File: config.mk
export PLATFORM = sky130hd
export DESIGN_NAME = wb_retire_unit
export DESIGN_NICKNAME = d
export VERILOG_FILES = /design/src/rtl/wb_retire_unit.sv
export SDC_FILE = /design/constraint.sdc
export NUM_CORES = 2
export LEC_CHECK = 0
export BUFFER_PORTS_ARGS = -buffer_cell sky130_fd_sc_hd__buf_2
export CAP_MARGIN = 10
export CORE_AREA = 2 2 564 566
export CTS_BUF_LIST = sky130_fd_sc_hd__clkbuf_8 sky130_fd_sc_hd__clkbuf_16
export CTS_CLUSTER_DIAMETER = 80
export CTS_CLUSTER_SIZE = 14
export DETAILED_ROUTE_END_ITERATION = 8
export DIE_AREA = 0 0 566 568
export GPL_TIMING_DRIVEN = 0
export PLACE_DENSITY_LB_ADDON = 0.12
export SYNTH_ARGS = -nofsm -noshare
export SYNTH_HDL_FRONTEND = slang
export SYNTH_SLANG_ARGS = --single-unit
File: constraint.sdc
create_clock -name clk -period 4.3 [get_ports clk]
set_input_delay 0.43 -clock clk [delete_from_list [all_inputs] [get_ports clk]]
set_output_delay 0.43 -clock clk [all_outputs]
set_load 0.02 [all_outputs]
File: src/rtl/wb_retire_unit.sv
// Multi-lane writeback/retire stage: registers MEM/WB bundles, assigns retire order,
// drives regfile writes with youngest-wins WAW suppression, and runs a no-retire watchdog.
// Optional macro WB_FWD_EN adds fwd_valid/fwd_rd/fwd_data bypass outputs.
module wb_retire_unit #(
    parameter int unsigned LANES   = 2,
    parameter int unsigned TIMEOUT = 4096
) (
    input  logic                  clk,
    input  logic                  rst_n,
    input  logic                  wb_stall,
    input  logic                  in_valid,
    output logic                  in_ready,
    input  logic [LANES-1:0]      in_commit,
    input  logic [32*LANES-1:0]   in_inst,
    input  logic [32*LANES-1:0]   in_pc,
    input  logic [32*LANES-1:0]   in_pc_next,
    input  logic [5*LANES-1:0]    in_rs1_s,
    input  logic [5*LANES-1:0]    in_rs2_s,
    input  logic [5*LANES-1:0]    in_rd_s,
    input  logic [32*LANES-1:0]   in_rs1_v,
    input  logic [32*LANES-1:0]   in_rs2_v,
    input  logic [32*LANES-1:0]   in_rd_v,
    input  logic [32*LANES-1:0]   in_mem_addr,
    input  logic [32*LANES-1:0]   in_mem_rdata,
    input  logic [32*LANES-1:0]   in_mem_wdata,
    input  logic [4*LANES-1:0]    in_mem_rmask,
    input  logic [4*LANES-1:0]    in_mem_wmask,
    output logic [LANES-1:0]      mon_valid,
    output logic [64*LANES-1:0]   mon_order,
    output logic [32*LANES-1:0]   mon_inst,
    output logic [32*LANES-1:0]   mon_pc,
    output logic [32*LANES-1:0]   mon_pc_next,
    output logic [5*LANES-1:0]    mon_rs1_s,
    output logic [5*LANES-1:0]    mon_rs2_s,
    output logic [5*LANES-1:0]    mon_rd_s,
    output logic [32*LANES-1:0]   mon_rs1_v,
    output logic [32*LANES-1:0]   mon_rs2_v,
    output logic [32*LANES-1:0]   mon_rd_v,
    output logic [32*LANES-1:0]   mon_mem_addr,
    output logic [32*LANES-1:0]   mon_mem_rdata,
    output logic [32*LANES-1:0]   mon_mem_wdata,
    output logic [4*LANES-1:0]    mon_mem_rmask,
    output logic [4*LANES-1:0]    mon_mem_wmask,
    output logic [LANES-1:0]      rf_we,
    output logic [5*LANES-1:0]    rf_rd,
    output logic [32*LANES-1:0]   rf_wdata,
    output logic                  timeout
`ifdef WB_FWD_EN
    ,
    output logic [LANES-1:0]      fwd_valid,
    output logic [5*LANES-1:0]    fwd_rd,
    output logic [32*LANES-1:0]   fwd_data
`endif
);

    localparam int unsigned WW = (TIMEOUT > 0) ? $clog2(TIMEOUT + 1) : 1;
    localparam logic [WW-1:0] WMAX = WW'(TIMEOUT);

    logic                accept;
    logic [63:0]         order_q;
    logic [63:0]         order_sum;
    logic [64*LANES-1:0] next_order;
    logic [WW-1:0]       wdog;

    assign in_ready = ~wb_stall;
    assign accept   = in_valid & ~wb_stall;

    // Bubble lanes take the order the next real instruction would get but consume none.
    always_comb begin
        order_sum  = order_q;
        next_order = '0;
        for (int unsigned i = 0; i < LANES; i++) begin
            next_order[64*i +: 64] = order_sum;
            order_sum = order_sum + 64'(in_commit[i]);
        end
    end

    always_ff @(posedge clk or negedge rst_n) begin
        if (!rst_n) begin
            mon_valid     <= '0;
            mon_order     <= '0;
            mon_inst      <= '0;
            mon_pc        <= '0;
            mon_pc_next   <= '0;
            mon_rs1_s     <= '0;
            mon_rs2_s     <= '0;
            mon_rd_s      <= '0;
            mon_rs1_v     <= '0;
            mon_rs2_v     <= '0;
            mon_rd_v      <= '0;
            mon_mem_addr  <= '0;
            mon_mem_rdata <= '0;
            mon_mem_wdata <= '0;
            mon_mem_rmask <= '0;
            mon_mem_wmask <= '0;
            order_q       <= '0;
        end else if (accept) begin
            mon_valid     <= in_commit;
            mon_order     <= next_order;
            mon_inst      <= in_inst;
            mon_pc        <= in_pc;
            mon_pc_next   <= in_pc_next;
            mon_rs1_s     <= in_rs1_s;
            mon_rs2_s     <= in_rs2_s;
            mon_rd_s      <= in_rd_s;
            mon_rs1_v     <= in_rs1_v;
            mon_rs2_v     <= in_rs2_v;
            mon_rd_v      <= in_rd_v;
            mon_mem_addr  <= in_mem_addr;
            mon_mem_rdata <= in_mem_rdata;
            mon_mem_wdata <= in_mem_wdata;
            mon_mem_rmask <= in_mem_rmask;
            mon_mem_wmask <= in_mem_wmask;
            order_q       <= order_sum;
        end else begin
            mon_valid     <= '0;
        end
    end

    // A lane loses its write if any younger valid lane targets the same register.
    always_comb begin
        rf_we = '0;
        for (int unsigned i = 0; i < LANES; i++) begin
            rf_we[i] = mon_valid[i] && (mon_rd_s[5*i +: 5] != 5'd0);
            for (int unsigned j = 0; j < LANES; j++) begin
                if (j > i && mon_valid[j] && (mon_rd_s[5*j +: 5] == mon_rd_s[5*i +: 5]))
                    rf_we[i] = 1'b0;
            end
        end
    end

    assign rf_rd    = mon_rd_s;
    assign rf_wdata = mon_rd_v;

    always_ff @(posedge clk or negedge rst_n) begin
        if (!rst_n) begin
            wdog    <= '0;
            timeout <= 1'b0;
        end else if (|mon_valid) begin
            wdog    <= '0;
            timeout <= 1'b0;
        end else if (TIMEOUT != 0) begin
            if (wdog != WMAX) begin
                wdog    <= wdog + 1'b1;
                timeout <= (wdog == WMAX - 1'b1);
            end
        end
    end

`ifdef WB_FWD_EN
    assign fwd_valid = rf_we;
    assign fwd_rd    = rf_rd;
    assign fwd_data  = rf_wdata;
`endif

endmodule

==> results.sh <==
export IMPL_yosysMostFrequentCell="nand2_1"
export IMPL_hold_end="mon_inst[34]"
export IMPL_synth_ff_type="dfrtp_1"
export IMPL_synth_common_cells="nand2_1, dfrtp_1, clkbuf_1, nor2_1, buf_4"
export IMPL_post_dp_cell_area_um2=48000
export IMPL_clkTransAtPathRegs_ps=70
export IMPL_cp_end_kind="flop"
export IMPL_ff2ff_setup_slack_ps=150
export IMPL_htree_levels=3
export IMPL_fin_crit_ps=4150
export IMPL_grt_pass1_vias=38300
export IMPL_drt_pass1_iterations=5
export IMPL_status="completed"
export IMPL_place_congestion=0.872
export IMPL_drive_gt1_share_pct=28.8
export IMPL_wl_met3_um=22200
export IMPL_holdCritStartpoint="in_inst[34]"
export IMPL_synthesis_area_um2=35200
export IMPL_via_per_inst=3.50
export IMPL_io_buffers=1457
export IMPL_die_width_um=566
export IMPL_setup_violations=0
export IMPL_layout_setup_ws_ps=150
export IMPL_maxSlewViolCount=0
export IMPL_cp_required_ps=5000
export IMPL_power_leakage_nw=29.5
export IMPL_regArea_um2=20800
export IMPL_fillers=36000
export IMPL_netlist_top_cell_by_area="dfrtp_1"
export IMPL_cts_root_buf="clkbuf_16"
export IMPL_synth_warnings=0
export IMPL_whs_ps=99.0
export IMPL_crit_path_start_kind="flop"
export IMPL_final_cells=10500
export IMPL_synthCells=4037
export IMPL_core_um2=316000
export IMPL_avgSynthCellArea_um2=8.71
export IMPL_multi_input_area_um2=13000
export IMPL_hold_violations=0
export IMPL_fin_nets=6879
export IMPL_fin_skew_ps=31.9
export IMPL_num_rows=207
export IMPL_drtIter0Drc=2254
export IMPL_io_pins=1458
export IMPL_fin_area_um2=58100
export IMPL_dp_hpwl_um=221000
export IMPL_period_share_pct=96.5
export IMPL_post_place_cells=9686
export IMPL_timing_rr_end="order_q[57]"
export IMPL_synth_distinct_cells=73
export IMPL_reg2regPathDepth=11
export IMPL_wl_met1_um=107000
export IMPL_ys_seq_area_share_pct=59.1
export IMPL_grt_pass1_wl_um=352000
export IMPL_start_util_pct=11.1
export IMPL_drt_wl_total_um=264000
export IMPL_die_h_um=568
export IMPL_clkLatencyLatePin_ps=830
export IMPL_total_power_w=0.0242
export IMPL_clock_path_buffers=4
export IMPL_peakVddDrop_v=0.000283
export IMPL_holdCritPathClass="input pin to flop"
export IMPL_ys_ff_latch=830
export IMPL_maxCapViolations=0
export IMPL_largest_register_ffs=128
export IMPL_yosys_area_share_xor_xnor_pct=2.84
export IMPL_post_place_ws_ps=-673
export IMPL_fmax_mhz=241
export IMPL_worstSetupPathType="flop to flop"
export IMPL_rsz0062_at_grt="no"
export IMPL_grt_max_degree=103
export IMPL_synth_top_family_by_area="simple AND/OR/NAND/NOR gates"
export IMPL_area_growth_pct=65.1
export IMPL_synth_edff_count=0
export IMPL_synth_area_mux_share_pct=0.128
export IMPL_die_area_um2=321000
export IMPL_wl_met2_um=129000
export IMPL_min_path_cells=3
export IMPL_worstPathArrival_ps=4850
export IMPL_topRoutingLayerUsed="met5"
export IMPL_worst_slew_pin_slew_ps=1200
export IMPL_numCtsBuffers=100
export IMPL_top_register="mon_order"
export IMPL_worst_path_max_fanout=10
export IMPL_ant_nets=0
export IMPL_grt_overflow=0
export IMPL_synth_top_area_share_pct=59.1
export IMPL_relSlewSlack_pct=19.8
export IMPL_synth_adder_area_share_pct=0.278
export IMPL_drc=0
export IMPL_async_flop_share_pct=100
export IMPL_synth_nets=4672
export IMPL_grtUsageTotal_pct=15.9
export IMPL_synth_compound_area_share_pct=3.33
export IMPL_r2r_start="order_q[8]"
export IMPL_cts_tree="built"
export IMPL_antenna_found_initial=88
export IMPL_wire_per_inst_um=25.0
export IMPL_synthTopCellsByArea="dfrtp_1, nand2_1, clkbuf_1, buf_4, xnor2_1"
export IMPL_vias=36900
export IMPL_powerDensity_nw_per_um2=417
export IMPL_synthSimpleGateAreaFrac_pct=30.0
export IMPL_cts_sinks=830
-- per-stage QoR --
step / TNS [ps] / util (%)
after floorplan: 0 / -
after CTS: 0 / 18.3
after global routing: 0 / 18.4
after detailed placement: -9990 / 15.2
final: 0 / 18.4
after global placement: - / 15.1
-- metal layers --
| metal | vias up | GRT usage [%] |
|---|---|---|
| li1 | 17200 | - |
| met1 | 18100 | 18.9 |
| met2 | 1241 | 27.5 |
| met3 | 279 | 5.68 |
| met4 | 46 | 3.29 |
| met5 | - | 0 |
-- where the power goes --
part	total (W)	switching [W]	internal (W)
combinational	0.00554	0.00378	0.00176
clock	0.00940	0.00427	0.00512
sequential	0.00926	0.000628	0.00863
total	0.0242	0.00869	0.0155
-- what timing repair did --
action	in CTS	in global routing
endpoints found under the hold margin	712	0
hold buffers	623	0
endpoints found under the setup margin	30	30
gates resized for setup	13	16
setup buffers	8	6
gates cloned	0	0
pin swaps	6	4
-- critical path, stage by stage, from the launching register on --
cell	delay (ps)
dfrtp_1	410
clkbuf_1	420
and3_1	310
nand4_1	400
nor2_1	550
nand4_1	310
xnor2_4	450
and4b_1	330
and3_4	260
buf_4	210
a31oi_1	100
a221o_1	290
-- layout by cell type, fill, tap and decap left out, drive strengths merged, types with 5 or more instances in the layout --
master and n:
buf 1600, clkbuf 293, and2 16, or4 15, clkinvlp 5, and3 22
nor2 86, or2 9, o21ai 85, inv 37, or3 15, nand4b 6
xor2 48, nor4b 6, dlygate4sd3 623, nand2 2195, ha 7, a22oi 7
diode 42, a31oi 11, nor4 25, nor3 31, nand4 49, clkinv 31
o211ai 8, o31ai 10, nand3 55, xnor2 66, and4 16, a21oi 34
dfrtp 830, bufinv 10
-- worst max path at each step --
stage | start | end | cells after the start | slack [ps]
after global routing | order_q[0] | order_q[48] | 14 | 20
after CTS | order_q[0] | order_q[57] | 13 | 30
after floorplan | in_commit[0] | order_q[59] | 13 | 830
final | order_q[8] | order_q[57] | 11 | 150
after global placement | rst_n | mon_mem_addr[4] | 1 | -19240
after detailed placement | in_commit[0] | order_q[57] | 14 | -670
-- logic make-up after synthesis --
| group | after synthesis |
|---|---|
| compound gates | 193 |
| xor+xnor | 114 |
| fa+ha+maj | 8 |
| buf+inv | 321 |
| flops | 830 |
| mux | 4 |
| simple gates | 2567 |
-- cell type report --
| type | count | share of cell area, % |
|---|---|---|
| Antenna cell | 42 | 0.181 |
| Multi-Input combinational cell | 2886 | 22.4 |
| Inverter | 19 | 0.123 |
| Buffer | 301 | 2.56 |
| Clock buffer | 109 | 4.52 |
| Clock inverter | 64 | 1.45 |
| Tap cell | 4180 | 9.01 |
| Timing Repair Buffer | 2106 | 24.0 |
| Sequential cell | 830 | 35.8 |
No activity file was read; power rests on OpenSTA's default activity.
